$ cat config.mk
export PLATFORM = sky130hd
export DESIGN_NAME = softmax_unit
export DESIGN_NICKNAME = d
export VERILOG_FILES = /design/src/rtl/softmax_pkg.sv /design/src/rtl/softmax_div.sv /design/src/rtl/softmax_unit.sv
export SDC_FILE = /design/constraint.sdc
export NUM_CORES = 1
export LEC_CHECK = 0
export BUFFER_PORTS_ARGS = -buffer_cell sky130_fd_sc_hd__buf_2
export CORE_MARGIN = 2
export CORE_UTILIZATION = 57
export CTS_CLUSTER_SIZE = 30
export DETAILED_ROUTE_END_ITERATION = 7
export PLACE_DENSITY_LB_ADDON = 0.25
export SYNTH_ARGS = -nofsm -noshare
export SYNTH_HDL_FRONTEND = slang
export SYNTH_SLANG_ARGS = --single-unit
$ cat constraint.sdc
create_clock -name clk -period 7.1 [get_ports clk]
set_clock_uncertainty 0.1 [all_clocks]
set_input_delay 1.065 -clock clk [delete_from_list [all_inputs] [get_ports clk]]
set_output_delay 1.065 -clock clk [all_outputs]
set_load 0.02 [all_outputs]
$ cat src/rtl/softmax_pkg.sv
// rtl/softmax_pkg.sv - shared types, exp lookup table and fixed-point constants for softmax_unit
package softmax_pkg;

    typedef enum logic [2:0] {
        IDLE = 3'd0,
        MAX  = 3'd1,
        EXP  = 3'd2,
        NORM = 3'd3,
        DONE = 3'd4
    } state_t;

    localparam int LUT_W       = 16;
    localparam int LUT_IDX_W   = 8;
    localparam int LUT_DEPTH   = 1 << LUT_IDX_W;
    localparam int SCORE_FRAC  = 8;
    // Each LUT step is 1/16 of a score unit, so the index is diff >> 4.
    localparam int LUT_SHIFT   = 4;
    localparam int LUT_SAT_IDX = LUT_DEPTH - 1;
    localparam int LUT_SAT_DIFF = 1 << (LUT_SHIFT + LUT_IDX_W);
    localparam logic [LUT_W-1:0] ONE_Q15 = 16'h8000;

    // exp(-1/16) in Q32; the table is built by repeated multiplication in Q32.
    localparam logic [63:0] EXP_STEP_Q32 = 64'd4034748382;

    function automatic logic [LUT_DEPTH-1:0][LUT_W-1:0] build_exp_lut();
        logic [LUT_DEPTH-1:0][LUT_W-1:0] lut;
        logic [63:0] acc;
        acc = 64'd1 << 47;
        for (int i = 0; i < LUT_DEPTH; i++) begin
            lut[i] = LUT_W'((acc + 64'h8000_0000) >> 32);
            acc    = 64'(({64'd0, acc} * {64'd0, EXP_STEP_Q32}) >> 32);
        end
        return lut;
    endfunction

    // EXP_LUT[i] = round(exp(-i/16) * 32768)
    localparam logic [LUT_DEPTH-1:0][LUT_W-1:0] EXP_LUT = build_exp_lut();

endpackage

$ cat src/rtl/softmax_div.sv
// rtl/softmax_div.sv - sequential restoring divider, one quotient bit per cycle
module softmax_div #(
    parameter int Q_W   = 16,
    parameter int DD_W  = 31,
    parameter int DVS_W = 19
) (
    input  logic             clk,
    input  logic             rst_n,
    input  logic             start,
    input  logic [DD_W-1:0]  dividend,
    input  logic [DVS_W-1:0] divisor,
    output logic             busy,
    output logic             valid,
    output logic [Q_W-1:0]   quotient
);
    localparam int CNT_W = $clog2(Q_W + 1);

    logic [DVS_W-1:0] rem;
    logic [DVS_W-1:0] rem_src;
    logic [DVS_W-1:0] rem_nxt;
    logic [DVS_W-1:0] dvs_q;
    logic [DVS_W-1:0] dvs;
    logic [Q_W-1:0]   q_src;
    logic [DVS_W:0]   trial;
    logic             ge;
    logic [CNT_W-1:0] cnt;

    // The launch cycle performs the first iteration straight from the inputs;
    // callers guarantee dividend >> Q_W < divisor so the quotient fits Q_W bits.
    always_comb begin
        rem_src = start ? DVS_W'(dividend >> Q_W) : rem;
        q_src   = start ? dividend[Q_W-1:0] : quotient;
        dvs     = start ? divisor : dvs_q;
        trial   = {rem_src, q_src[Q_W-1]};
        ge      = (trial >= {1'b0, dvs});
        rem_nxt = ge ? DVS_W'(trial - {1'b0, dvs}) : trial[DVS_W-1:0];
    end

    always_ff @(posedge clk or negedge rst_n) begin
        if (!rst_n) begin
            rem      <= '0;
            dvs_q    <= '0;
            quotient <= '0;
            cnt      <= '0;
            busy     <= 1'b0;
            valid    <= 1'b0;
        end else begin
            valid <= 1'b0;
            if (start) begin
                rem      <= rem_nxt;
                quotient <= {q_src[Q_W-2:0], ge};
                dvs_q    <= divisor;
                cnt      <= CNT_W'(Q_W - 1);
                busy     <= 1'b1;
            end else if (busy) begin
                rem      <= rem_nxt;
                quotient <= {q_src[Q_W-2:0], ge};
                cnt      <= cnt - CNT_W'(1);
                if (cnt == CNT_W'(1)) begin
                    busy  <= 1'b0;
                    valid <= 1'b1;
                end
            end
        end
    end

endmodule

$ cat src/rtl/softmax_unit.sv
// rtl/softmax_unit.sv - row-wise softmax over the score matrix; SOFTMAX_CAUSAL_MASK_EN enables causal masking
module softmax_unit
    import softmax_pkg::*;
#(
    parameter int SEQ_LEN = 8,
    parameter int SCORE_W = 16,
    parameter int PROB_W  = 16
) (
    input  logic                           clk,
    input  logic                           rst_n,
    input  logic                           start,
    output logic                           busy,
    output logic                           done,
    output logic                           score_rd_en,
    output logic [2*$clog2(SEQ_LEN)-1:0]   score_addr,
    input  logic [SCORE_W-1:0]             score_rdata,
    output logic                           prob_we,
    output logic [2*$clog2(SEQ_LEN)-1:0]   prob_addr,
    output logic [PROB_W-1:0]              prob_wdata
);
    localparam int IDX_W = $clog2(SEQ_LEN);
    localparam int PH_W  = IDX_W + 1;
    localparam int SUM_W = PROB_W + IDX_W;
    localparam int DD_W  = 2 * PROB_W - 1;
    localparam int K_W   = $clog2(PROB_W + 2);
    localparam logic [PH_W-1:0]  PH_ONE   = PH_W'(1);
    localparam logic [PH_W-1:0]  PH_LAST  = PH_W'(SEQ_LEN);
    localparam logic [IDX_W-1:0] IDX_LAST = IDX_W'(SEQ_LEN - 1);
    localparam logic [K_W-1:0]   K_WRITE  = K_W'(PROB_W);
    localparam logic [K_W-1:0]   K_LAST   = K_W'(PROB_W + 1);
    localparam logic [SCORE_W:0] DIFF_SAT = (SCORE_W+1)'(LUT_SAT_DIFF);
    localparam logic [PROB_W-1:0] ONE_P   = PROB_W'(ONE_Q15);

    state_t             state, state_n;
    logic [IDX_W-1:0]   row, row_n;
    logic [PH_W-1:0]    phase, phase_n;
    logic [IDX_W-1:0]   col, col_n;
    logic [K_W-1:0]     k, k_n;

    logic signed [SCORE_W-1:0] max_val;
    logic [SUM_W-1:0]   sum;
    logic [PROB_W-1:0]  ebuf [SEQ_LEN];

    logic [IDX_W-1:0]   rd_col;
    logic               col_keep;
    logic [SCORE_W:0]   diff;
    logic [LUT_IDX_W-1:0] lut_idx;
    logic [PROB_W-1:0]  e_val;
    logic               rd_n;
    logic               wr_n;
    logic [PROB_W-1:0]  prob_sat;

    logic               div_start;
    logic               div_busy;
    logic               div_valid;
    logic [PROB_W-1:0]  div_q;

    // Data returned in phase p belongs to the read issued in phase p-1.
    assign rd_col = IDX_W'(phase - PH_ONE);

`ifdef SOFTMAX_CAUSAL_MASK_EN
    assign col_keep = (rd_col <= row);
`else
    assign col_keep = 1'b1;
`endif

    assign diff    = {max_val[SCORE_W-1], max_val} - {score_rdata[SCORE_W-1], score_rdata};
    assign lut_idx = (diff >= DIFF_SAT) ? LUT_IDX_W'(LUT_SAT_IDX) : LUT_IDX_W'(diff >> LUT_SHIFT);
    assign e_val   = col_keep ? PROB_W'(EXP_LUT[lut_idx]) : '0;

    assign div_start = (state == NORM) && (k == '0) && !div_busy;
    assign wr_n      = (state == NORM) && (k == K_WRITE) && div_valid;
    assign prob_sat  = (div_q > ONE_P) ? ONE_P : div_q;

    softmax_div #(
        .Q_W   (PROB_W),
        .DD_W  (DD_W),
        .DVS_W (SUM_W)
    ) u_div (
        .clk      (clk),
        .rst_n    (rst_n),
        .start    (div_start),
        .dividend ({ebuf[col], {(PROB_W-1){1'b0}}}),
        .divisor  (sum),
        .busy     (div_busy),
        .valid    (div_valid),
        .quotient (div_q)
    );

    always_comb begin
        state_n = state;
        row_n   = row;
        phase_n = phase;
        col_n   = col;
        k_n     = k;
        case (state)
            IDLE: begin
                if (start) begin
                    state_n = MAX;
                    row_n   = '0;
                    phase_n = '0;
                end
            end
            MAX: begin
                if (phase == PH_LAST) begin
                    state_n = EXP;
                    phase_n = '0;
                end else begin
                    phase_n = phase + PH_ONE;
                end
            end
            EXP: begin
                if (phase == PH_LAST) begin
                    state_n = NORM;
                    col_n   = '0;
                    k_n     = '0;
                end else begin
                    phase_n = phase + PH_ONE;
                end
            end
            NORM: begin
                if (k == K_LAST) begin
                    k_n = '0;
                    if (col == IDX_LAST) begin
                        if (row == IDX_LAST) begin
                            state_n = DONE;
                        end else begin
                            state_n = MAX;
                            row_n   = row + IDX_W'(1);
                            phase_n = '0;
                        end
                    end else begin
                        col_n = col + IDX_W'(1);
                    end
                end else begin
                    k_n = k + K_W'(1);
                end
            end
            DONE:    state_n = IDLE;
            default: state_n = IDLE;
        endcase
    end

    assign rd_n = ((state_n == MAX) || (state_n == EXP)) && (phase_n < PH_LAST);

    always_ff @(posedge clk or negedge rst_n) begin
        if (!rst_n) begin
            state       <= IDLE;
            row         <= '0;
            phase       <= '0;
            col         <= '0;
            k           <= '0;
            busy        <= 1'b0;
            done        <= 1'b0;
            score_rd_en <= 1'b0;
            score_addr  <= '0;
            prob_we     <= 1'b0;
            prob_addr   <= '0;
            prob_wdata  <= '0;
        end else begin
            state       <= state_n;
            row         <= row_n;
            phase       <= phase_n;
            col         <= col_n;
            k           <= k_n;
            busy        <= (state_n == MAX) || (state_n == EXP) || (state_n == NORM);
            done        <= (state_n == DONE);
            score_rd_en <= rd_n;
            score_addr  <= rd_n ? {row_n, phase_n[IDX_W-1:0]} : '0;
            prob_we     <= wr_n;
            prob_addr   <= wr_n ? {row, col} : '0;
            prob_wdata  <= wr_n ? prob_sat : '0;
        end
    end

    always_ff @(posedge clk or negedge rst_n) begin
        if (!rst_n) begin
            max_val <= '0;
            sum     <= '0;
            for (int i = 0; i < SEQ_LEN; i++) begin
                ebuf[i] <= '0;
            end
        end else begin
            if ((state == MAX) && (phase != '0)) begin
                if (phase == PH_ONE) begin
                    max_val <= $signed(score_rdata);
                end else if (col_keep && ($signed(score_rdata) > max_val)) begin
                    max_val <= $signed(score_rdata);
                end
            end
            if ((state == EXP) && (phase != '0)) begin
                ebuf[rd_col] <= e_val;
                sum <= (phase == PH_ONE) ? SUM_W'(e_val) : sum + SUM_W'(e_val);
            end
        end
    end

endmodule
Word level (Yosys, flattened, before mapping)
Memories as Yosys holds them, arrays and structs flattened. Index checks and enable logic that the tools add are counted.

Muxes and demuxes: 57. $add $sub $neg: 9. Bitwise logic cells: 2. Equal/unequal tests: 17. Magnitude comparators: 9. Reduce and logical (&&, ||, !) cells: 20.

Operators with widths (count): two-way mux 16 bit (11); bitwise mux 128 bit (1); two-way mux 19 bit (6); binary-select mux 16 bit (select 3 bit) (1); demux 16 bit (select 3 bit) (1); two-way mux 3 bit (13); two-way mux 4 bit (6); >= comparator 20 x 19 -> 1 bit (1); two-way mux 5 bit (4); adder 19 x 16 -> 19 bit (1); subtractor 19 bit (1); >= comparator 17 x 13 -> 1 bit (second input constant) (1); subtractor 16 x 16 -> 17 bit (1); greater-than comparator 16 bit (1); greater-than comparator 16 bit (second input constant) (1); one-hot mux 4 bit (4 select lines) (1); equality test 3 x 2 -> 1 bit (second input constant) (4); two-way mux 6 bit (2); one-hot mux 3 bit (2 select lines) (2); one-hot mux 3 bit (4 select lines) (1); equality test 5 bit (second input constant) (2); one-hot mux 5 bit (2 select lines) (1); equality test 3 bit (second input constant) (3); less-than comparator 8 x 9 -> 1 bit (second input constant) (1); other kinds (26) (47).

Bits of input ports: 19. Output and inout port bits: 32. Register bits after elaboration: 274. ROM bits: 4096. Memories: 1. Logic and storage cells: 143.

Memory list: (no name shown) (words 256, width 16, rd ports 1, clocked after memory_dff 0, write ports 0, line softmax_unit.sv:69) `assign e_val = col_keep ? PROB_W'(EXP_LUT[lut_idx]) : '0;`.

Logic depth before layout (Yosys ltp)
Gate-level depths: netlist of run 1.

Depth in word-level cells: 9. Gate-level depth with buffers: 37. Gate-level depth less buffers: 33.

Cells and area by module
Synthesis of run 1 repeated with hierarchy kept, for this count alone.

Cells, all modules: 1807. Area total of the unflattened synthesis: 17598.1 um2.

By module, submodules not included: softmax_unit (cells an instance 1397, sequential area each 5330.1 um2, area each 13665.6 um2, instances 1); softmax_div (cells an instance 410, sequential area each 1526.5 um2, area each 3932.5 um2, instances 1).

Worst setup path before layout of run 1
No wires, ideal clock.

Path kind: input port to flip-flop. Start: input port score_rdata[4]. End: register sum[18]. Arrival: 7.417 ns. Stages: 33. Setup time: 0.096 ns. Required time: 6.904 ns. Setup slack: -0.513 ns. Path buffers: 3. Path through: inv_1 ha_1 a21o_1 or2_4 o21a_4 a31oi_4 xor2_2 o2111ai_4 nor2_4 buf_2 nand2_1 ha_1 clkbuf_1 clkbuf_1 nor2_1 o21ai_0 a21oi_1 o21ai_0 a211oi_2 nor2_1 ha_1 fa_1 a21o_1 a21o_1 a2111oi_0 nor3_1 nor3_1 o41ai_1 nand3_1 nand2_1 a31oi_1 o21ai_0 o31ai_1.

Cells in the longest elaborated chain, start to end: 7.

RTL lines: start, declared (line softmax_unit.sv:16) `input logic [SCORE_W-1:0] score_rdata,`; subtractor 16 x 16 -> 17 bit * (line softmax_unit.sv:67) `assign diff = {max_val[SCORE_W-1], max_val} - {score_rdata[SCORE_W-1], score_rdata};`; >= comparator 17 x 13 -> 1 bit (line softmax_unit.sv:68) `assign lut_idx = (diff >= DIFF_SAT) ? LUT_IDX_W'(LUT_SAT_IDX) : LUT_IDX_W'(diff >> LUT_SHIFT);`; two-way mux 8 bit * (line softmax_unit.sv:68); memory read (256 x 16 bit) *; two-way mux 16 bit (implied by the code) * (line softmax_unit.sv:69); net e_val[0] (line softmax_unit.sv:48) `logic [PROB_W-1:0] e_val;`; adder 19 x 16 -> 19 bit * (line softmax_unit.sv:193) `sum <= (phase == PH_ONE) ? SUM_W'(e_val) : sum + SUM_W'(e_val);`; two-way mux 19 bit * (line softmax_unit.sv:193); end signal, assigned (line softmax_unit.sv:193); end, declared (line softmax_unit.sv:41) `logic [SUM_W-1:0] sum;`.

The timed path passes the listed nets; every way through them passes the cells marked *. The select of a mux whose other input is x is not followed. A chain may end at the register's enable or synchronous reset.

Worst setup path after layout of run 1
Start: input port score_rdata[4]. End: register sum[17].

Same word-level chain as after synthesis.

==> results of run 1 <==
[sequential cells by signal, summed over array words and instances, names as in the netlist, 3 cells and up]
register        count
phase               4
state               3
u_div.quotient     16
k                   5
prob_wdata         16
score_addr          6
prob_addr           6
sum                19
u_div.dvs_q        19
u_div.cnt           5
max_val            16
row                 3
ebuf              128
col                 3
u_div.rem          19
[metrics by stage]
stage | worst slack (ns) | cell area (um^2) | hold WS, ns
global placement | -0.0847 | 18500 | 0.355
CTS | 0.335 | 19500 | 0.379
floorplan | 0.00164 | 16900 | 0.342
global route | 0.0131 | 19600 | 0.399
finish | 0.417 | 19600 | 0.378
detailed placement | -0.174 | 18500 | 0.363
[critical path, delay by kind of cell]
kind	cells	cell delay (ns)
simple gates	11	2.10
fa+ha+maj	3	0.95
buf+inv	6	0.78
mux	1	0.13
compound gates	10	2.00
[report_power, final]
part	total [mW]	switching, mW	leakage, nW	internal, mW
Clock	1.61	0.636	0.494	0.970
Sequential	2.06	0.184	3.64	1.87
Combinational	5.56	3.39	5.02	2.17
Total	9.22	4.21	9.16	5.01
[final timing paths]
kind	slack, ns	to
max	0.42	sum[17]
min reg2reg	0.38	ebuf[41]
max reg2reg	0.56	u_div.rem[13]
min in group asynchronous	0.58	u_div.quotient[3]
min	0.38	ebuf[41]
max in group asynchronous	5.05	ebuf[23]
[what timing repair did]
action	4_1_cts	5_1_grt
buffers inserted	0	1
resized for setup	0	17
endpoints found under the hold margin	0	0
endpoints found under the setup margin	0	5
[cells in the mapped netlist (4+ instances only)]
cell type,n,share of area [%]
clkbuf_1,71,1.6
nand2_1,235,5.2
o22ai_1,10,0.37
and3_1,10,0.37
a22oi_1,7,0.31
a2111oi_0,6,0.31
a311oi_1,4,0.21
o21a_1,10,0.45
mux2_2,47,3.1
xnor2_1,30,1.6
nor2_1,135,3.0
nor3_1,38,1.1
mux4_2,32,4.3
o2111ai_1,4,0.21
a21o_1,19,0.85
mux2_1,13,0.87
a21oi_1,116,3.5
and2_1,31,1.2
buf_2,18,0.54
nand3_1,44,1.3
o21ai_1,6,0.18
a211oi_2,4,0.30
buf_1,9,0.20
o31ai_1,17,0.76
o211ai_1,19,0.85
nand4_1,15,0.56
a211oi_1,8,0.36
inv_1,63,1.4
o221ai_1,6,0.31
o32ai_1,5,0.26
nor4_1,9,0.33
a31oi_1,24,0.89
nand2b_1,13,0.48
ha_1,76,5.7
o21ai_0,153,4.6
mux2i_1,52,3.1
or3_1,14,0.52
nor2b_1,19,0.71
o311a_1,4,0.24
a22o_1,21,1.1
xor2_1,13,0.68
dfrtp_1,274,41
[per-layer routing]
layer | track usage, % | up-vias | routed length (um)
met1 | 45.3 | 7245 | 21300
met5 | 0 | - | 0
met3 | 5.02 | 160 | 3830
li1 | - | 6751 | -
met2 | 54.4 | 662 | 23600
met4 | 14.9 | 0 | 2700
[kinds of logic after synthesis]
| logic type | share of synthesized area [%] |
|---|---|
| adder cells (fa/ha/maj) | 6.01 |
| multiplexers | 11.4 |
| AND/OR/NAND/NOR | 16.5 |
| flip-flops | 40.8 |
| XOR/XNOR | 2.43 |
| buffers and inverters | 4.02 |
| AO/OA/AOI/OAI | 18.9 |
[layout make-up]
class / instances / area, um^2 / share of cell area (%)
Clock buffer: 37 / 796 / 4.06
Clock inverter: 15 / 213 / 1.08
Inverter: 63 / 236 / 1.21
Multi-Input combinational cell: 1349 / 9440 / 48.1
Sequential cell: 274 / 6860 / 35.0
Tap cell: 384 / 480 / 2.45
Timing Repair Buffer: 219 / 1590 / 8.11
==> run_results.csv, run 1 <==
group,metric,value,unit
floorplan,die_h,176,um
clock_network,cts_tree,"built",
clock_network,cts_buffer_depth,3,
floorplan,fp.coreArea,28900,um^2
worst_setup_path,crit-reg2reg-launch,"state[1]",
synthesis,ys_ff_latch,274,
routing,vias,14818,
sta,relSlewSlack,16.3,%
min_path,min_from,"ebuf[41]",
routing,viasPerCell,6.33,
placed_design,io_buffers,50,
synthesis,synthFlopType,"dfrtp_1",
final_layout,final_common_cell,"dfrtp_1",
placed_design,dp_hpwl,36.8,mm
synthesis,synth_seq_area_share,40.8,%
sta,fin_crit_sh,94.1,%
global_route,antenna_found_initial,1,
final_layout,syn_to_final_growth,16.6,%
routing,drc,0,
clock_network,numCtsBuffers,29,
synthesis,synth_edf_count,0,
synthesis,mappedNetlistArea,16800,um^2
sta,worst_pin_slew,1.25,ns
routing,drt-initial-drc-count,1557,
routing,wl_per_cell,21.9,um
worst_setup_path,cpPeakStageDelay,0.53,ns
power_and_ir_drop,powerDensity,470,nW/um^2
sta,setup_viol,0,
placed_design,place.gp.congestion,1.01,
outcome,status,"complete, no violations",
sta,drv_slew,0,
clock_network,clock-sinks,274,
global_route,grt_first_pass_wirelength,81.6,mm
power_and_ir_drop,vdd_drop_max,0.000912,V
routing,routed_wirelength,51.4,mm
worst_setup_path,r2r_cells,21,
final_layout,final_cells,2341,
final_layout,fin_util,68.0,%
floorplan,pin_count,51,
worst_setup_path,worstPathArrival,7.06,ns
final_layout,drive_above_1_share,21.0,%
synthesis,yosys.cell_types.count,94,
final_layout,layout_common_cells,"273 x dfrtp_1, 234 x nand2_1, 164 x buf_4",
worst_setup_path,worst_path_max_delay_cell,"a2111oi_2",
clock_network,insertion_delay,0.57,ns
final_layout,nFillCells,2266,
worst_setup_path,start_kind,"input port",
sta,setup_tns,0,ns
final_layout,nets,2034,
synthesis,synth_nets,1887,
clock_network,clkTransAtPathRegs,0.07,ns
placed_design,placedCellCount,2288,
global_route,grt_max_degree,143,
routing,drtPass1Iterations,6,
min_path,worstHoldPathCells,2,
run,cap_violations,0,
synthesis,yosys_warnings,0,
global_route,grt.overflow.total,0,
worst_setup_path,crit_path_max_fanout,5,
global_route,grtUsageTotal,33.7,%
floorplan,start_util,58.3,%
clock_network,hold_buffers,0,
sta,grt_setup_unrepaired,"false",
synthesis,async_flop_share,100,%
worst_setup_path,cp-end-kind,"flop",
power_and_ir_drop,p_leak,9.16,nW
worst_setup_path,cp-startpoint,"score_rdata[4]",
sta,fin_crit,6.68,ns
floorplan,die_area,30900,um^2
sta,fmax,0.150,GHz
routing,antenna_left,0,
sta,finalHoldViolations,0,
synthesis,synth_cells,1789,
power_and_ir_drop,fin_total_pwr,9.22,mW
clock_network,htree_levels,1,
floorplan,die_w,176,um
floorplan,rows,62,
clock_network,clockRootBuffer,"clkbuf_16",
synthesis,syn_avg_cell_area,9.40,um^2
final_layout,diodes,0,
worst_setup_path,path_class,"in2reg",
min_path,worstHoldPathType,"reg2reg",
worst_setup_path,cp_data_required_time,7.48,ns
global_route,grt_pass1_vias,14769,
(Power assumes the default switching activity.)
==> inputs of run 2 (changes only) <==
==> constraint.sdc (replaced) <==
create_clock -name clk -period 6.1 [get_ports clk]
set_clock_uncertainty 0.1 [all_clocks]
set_input_delay 0.915 -clock clk [delete_from_list [all_inputs] [get_ports clk]]
set_output_delay 0.915 -clock clk [all_outputs]
set_load 0.02 [all_outputs]
==> run 2 against run 1 <==
  * The flow now finishes with violations (negative setup slack)
  * Highest routed layer unchanged
  * Critical endpoint unchanged
  * Critical path type is now reg2reg
  * First-iteration DRC count is 26% higher
  * Total power rose by 32%
  * Hold slack got worse by 0.068 ns
  * Core utilization grew 5.3 points
  * Cell count up 5.6%
  * Global-route usage is 4.6 points higher
==> run_results.csv, run 2 (same netlist as run 1, synthesis figures left out) <==
group,metric,value,unit
final_layout,syn_to_final_growth,25.7,%
clock_network,clkTransAtPathRegs,0.07,ns
clock_network,cts_buffer_depth,3,
sta,fin_ws,-0.258,ns
floorplan,rows,62,
final_layout,top_register,"ebuf",
power_and_ir_drop,powerDensity,575,nW/um^2
floorplan,start_util,58.3,%
worst_setup_path,r2r_cells,32,
routing,antenna_left,0,
routing,routed_wirelength,59.1,mm
clock_network,clock-sinks,274,
placed_design,pre_cts_slack,-0.670,ns
worst_setup_path,start_kind,"flop",
final_layout,final_common_cell,"buf_4",
sta,setup_viol,6,
clock_network,htree_levels,1,
global_route,grt_max_degree,166,
floorplan,die_h,176,um
sta,fmax,0.157,GHz
routing,wl_per_cell,23.9,um
clock_network,clockRootBuffer,"clkbuf_16",
worst_setup_path,path_class,"reg2reg",
floorplan,pin_count,51,
min_path,worstHoldPathType,"in2async",
floorplan,die_w,176,um
sta,drv_slew,0,
routing,vias,16008,
worst_setup_path,cp_data_required_time,6.42,ns
sta,relSlewSlack,15.2,%
floorplan,die_area,30900,um^2
routing,drt-initial-drc-count,1961,
clock_network,cts_tree,"built",
worst_setup_path,path_depth,32,
worst_setup_path,cp_top_family,"compound AO/OA/AOI/OAI gates",
sta,finalHoldViolations,0,
worst_setup_path,worst_path_max_delay_cell,"a2111oi_4",
global_route,grt.overflow.total,0,
final_layout,diodes,0,
sta,setup_tns,-0.586,ns
worst_setup_path,path_buf_inv,2,
run,cap_violations,0,
outcome,violations,"negative setup slack",
sta,worst_pin_slew,1.27,ns
routing,viasPerCell,6.47,
clock_network,numCtsBuffers,29,
final_layout,nFillCells,1963,
final_layout,largest_reg_flops,128,
sta,fin_crit,6.36,ns
global_route,grt_pass1_vias,16092,
global_route,antenna_found_initial,0,
global_route,grtUsageTotal,38.2,%
worst_setup_path,worstPathArrival,6.68,ns
global_route,grt_first_pass_wirelength,91.4,mm
sta,grt_setup_unrepaired,"true",
final_layout,layout_common_cells,"284 x buf_4, 273 x dfrtp_1, 232 x nand2_1",
power_and_ir_drop,vdd_drop_max,0.000779,V
routing,drtPass1Iterations,5,
sta,fin_crit_sh,104,%
final_layout,fin_util,73.3,%
final_layout,drive_above_1_share,29.5,%
final_layout,nets,2167,
clock_network,hold_buffers,0,
worst_setup_path,cpPeakStageDelay,0.40,ns
floorplan,fp.coreArea,28900,um^2
worst_setup_path,crit_path_max_fanout,6,
worst_setup_path,crit_top_cell,"a21o_1",
placed_design,io_buffers,50,
routing,drc,0,
clock_network,insertion_delay,0.56,ns
worst_setup_path,cp-end-kind,"flop",
outcome,status,"complete, but fails checks",
placed_design,place.gp.congestion,0.969,
power_and_ir_drop,p_leak,9.86,nW
placed_design,dp_hpwl,41.9,mm
## run 2: cell types whose count changed in the layout (fill, tap and decap cells not counted), sizes merged
cell,before,now
buf,219,352
bufinv,5,2
clkinv,7,11
inv,64,62
## run 2: stage by stage
stage	cell area, um^2	power [mW]	instances	hold WS [ns]
finish	21100	12.2	2473	0.310
global route	21100	12.7	2473	0.383
CTS	21000	11.8	2467	0.350
detailed placement	19600	9.67	2397	0.362
global placement	19600	9.66	2397	0.355
floorplan	17100	6.38	1789	0.342
## run 2: repair_timing
action / CTS / global route
buffers inserted: 21 / 7
endpoints found under the setup margin: 6 / 28
pin swaps: 52 / 56
resized for setup: 72 / 33
## run 2: final timing paths
| path | from | to | slack (ns) |
|---|---|---|---|
| max in group asynchronous | rst_n | ebuf[101] | 4.15 |
| min | rst_n | prob_wdata[0] | 0.31 |
| min in group clk | ebuf[57] | ebuf[57] | 0.38 |
| min reg2reg | ebuf[57] | ebuf[57] | 0.38 |
| max reg2reg | max_val[0] | sum[17] | -0.26 |
| max | max_val[0] | sum[17] | -0.26 |
## run 2: final cells by class
class / count / area, um^2 / share of cell area, %
Clock buffer: 37 / 796 / 3.76
Clock inverter: 14 / 148 / 0.698
Inverter: 63 / 251 / 1.19
Multi-Input combinational cell: 1349 / 9900 / 46.9
Sequential cell: 274 / 6860 / 32.4
Tap cell: 384 / 480 / 2.27
Timing Repair Buffer: 352 / 2700 / 12.8
## run 2: layer usage
| layer | GRT usage (%) | part of all wire [%] | wire [um] |
|---|---|---|---|
| met1 | 47.6 | 38 | 22700 |
| met5 | 0 | 0 | 0 |
| met4 | 20.1 | 6.2 | 3640 |
| met2 | 65.2 | 48 | 28500 |
| met3 | 4.89 | 7.2 | 4280 |
## run 2: power by group
part           switching, mW  internal [mW]  leakage, nW
Sequential             0.244           2.18         3.64
Clock                  0.766           1.01        0.462
Combinational           4.59           3.37         5.75
==> inputs of run 3 (changes only) <==
--- a/config.mk
+++ b/config.mk
@@ -6,8 +6,11 @@
 export NUM_CORES = 1
 export LEC_CHECK = 0
 export BUFFER_PORTS_ARGS = -buffer_cell sky130_fd_sc_hd__buf_2
+export CELL_PAD_IN_SITES_DETAIL_PLACEMENT = 1
+export CELL_PAD_IN_SITES_GLOBAL_PLACEMENT = 1
 export CORE_MARGIN = 2
-export CORE_UTILIZATION = 57
+export CORE_UTILIZATION = 45
+export CTS_CLUSTER_DIAMETER = 60
 export CTS_CLUSTER_SIZE = 30
 export DETAILED_ROUTE_END_ITERATION = 7
 export PLACE_DENSITY_LB_ADDON = 0.25
==> run 3 against run 2 <==
  * The flow still finishes with violations (negative setup slack)
  * Total power up 1.2%
  * Sequential share of layout area down 0.26 points
  * Worst setup slack better by 0.11 ns
==> run_results.csv, run 3 (same netlist as run 1, synthesis figures left out) <==
group,metric,value,unit
final_layout,drive_above_1_share,29.8,%
clock_network,clkTransAtPathRegs,0.07,ns
clock_network,clockRootBuffer,"clkbuf_16",
final_layout,layout_common_cells,"302 x buf_4, 273 x dfrtp_1, 232 x nand2_1",
final_layout,top_register,"ebuf",
worst_setup_path,crit_path_max_fanout,5,
power_and_ir_drop,p_leak,9.89,nW
sta,drv_slew,0,
routing,antenna_left,0,
placed_design,io_buffers,50,
worst_setup_path,cp_data_required_time,6.49,ns
sta,fin_crit,6.25,ns
sta,worst_pin_slew,1.07,ns
sta,fmax,0.160,GHz
sta,hold_ws,0.227,ns
sta,grt_setup_unrepaired,"true",
power_and_ir_drop,swShare,47.2,%
final_layout,largest_reg_flops,128,
final_layout,fin_util,58.1,%
power_and_ir_drop,powerDensity,577,nW/um^2
run,cap_violations,0,
clock_network,cts_tree,"built",
routing,routed_wirelength,63.0,mm
sta,fin_ws,-0.145,ns
final_layout,syn_to_final_growth,26.7,%
global_route,antenna_found_initial,0,
floorplan,rows,70,
worst_setup_path,start_kind,"input port",
routing,wl_per_cell,24.5,um
clock_network,insertion_delay,0.57,ns
global_route,grtUsageTotal,32.4,%
routing,drt-initial-drc-count,881,
clock_network,htree_levels,1,
floorplan,die_area,38900,um^2
routing,drc,0,
outcome,violations,"negative setup slack",
power_and_ir_drop,intPower,6.49,mW
min_path,worstHoldPathType,"in2async",
floorplan,fp.coreArea,36700,um^2
final_layout,nFillCells,4139,
sta,fin_crit_sh,102,%
clock_network,numCtsBuffers,27,
worst_setup_path,worstPathArrival,6.64,ns
worst_setup_path,cpPeakStageDelay,0.50,ns
sta,setup_viol,5,
global_route,grt_first_pass_wirelength,97.6,mm
sta,finalHoldViolations,0,
routing,drtPass1Iterations,5,
floorplan,pin_count,51,
global_route,grt_pass1_vias,16883,
power_and_ir_drop,vdd_drop_max,0.000863,V
placed_design,place.gp.congestion,0.999,
global_route,grt.overflow.total,0,
global_route,grt_max_degree,130,
power_and_ir_drop,p_comb_share,65.6,%
routing,vias,15563,
floorplan,start_util,45.8,%
worst_setup_path,ff2ff_setup_slack,-0.10,ns
outcome,status,"complete, but fails checks",
power_and_ir_drop,p_clk_share,14.8,%
power_and_ir_drop,pwr-share-seq,19.7,%
routing,viasPerCell,6.06,
clock_network,clock-sinks,274,
sta,relSlewSlack,28.7,%
worst_setup_path,cp-end-kind,"flop",
clock_network,cts_buffer_depth,3,
power_and_ir_drop,p_sw,5.81,mW
floorplan,die_w,197,um
worst_setup_path,path_class,"in2reg",
placed_design,placedCellCount,2491,
worst_setup_path,worst_path_max_delay_cell,"or4_1",
placed_design,dp_hpwl,45.7,mm
placed_design,pre_cts_slack,-0.857,ns
final_layout,nets,2177,
power_and_ir_drop,fin_total_pwr,12.3,mW
final_layout,final_common_cell,"buf_4",
clock_network,hold_buffers,0,
worst_setup_path,r2r_cells,29,
final_layout,final_cells,2569,
floorplan,die_h,197,um
run 3: final timing paths:
| path | to | from |
|---|---|---|
| worst max-delay path | sum[17] | score_rdata[4] |
| worst min-delay path | prob_wdata[3] | rst_n |
| worst max register to register | sum[17] | max_val[4] |
| worst min register to register | ebuf[60] | ebuf[60] |
| max in group asynchronous | ebuf[43] | rst_n |
| min in group clk | ebuf[60] | ebuf[60] |
run 3: what timing repair did:
item,4_1_cts,5_1_grt
pin swaps,20,45
setup buffers,16,13
endpoints found under the setup margin,8,27
gates resized for setup,29,61
run 3: final cells by class:
cell class              count  area (um^2)  share of cell area [%]
diodes                      1         2.50                  0.0117
clock buffers              29          693                    3.25
clock inverters            21          282                    1.32
inverters                  63          241                    1.13
multi-input cells        1349         9920                    46.6
flip-flops and latches    274         6860                    32.2
well taps                 468          586                    2.75
repair buffers            364         2730                    12.8
run 3: routing by layer:
layer  GRT usage [%]  wire length, um
met1            41.9            26600
met2            55.1            30400
met3            3.84             3240
met4            14.0             2740
met5               0                0
run 3: power by group through the flow:
stage                     Combinational, mW  Sequential [mW]  Clock [mW]
after floorplan                        4.03             2.35           0
final                                  8.06             2.42        1.82
after CTS                              7.55             2.41        1.85
after global placement                 7.29             2.40           0
after global routing                   8.49             2.46        1.91
after detailed placement               7.36             2.44           0
run 3: per-stage QoR:
step	TNS, ns	area, um^2
finish	-0.453	21300
global route	-2.06	21300
CTS	-0.0568	20900
detailed placement	-8.50	19700
global placement	-5.98	19700
floorplan	-3.03	17100
run 3: critical path: cells and delay by family:
family,cells,cell delay [ns]
AOI/OAI and AO/OA,12,2.42
xor gates and xnor gates,1,0.24
adders and majority gates,3,0.71
buffers and inverters,6,0.63
and+or+nand+nor,9,1.72
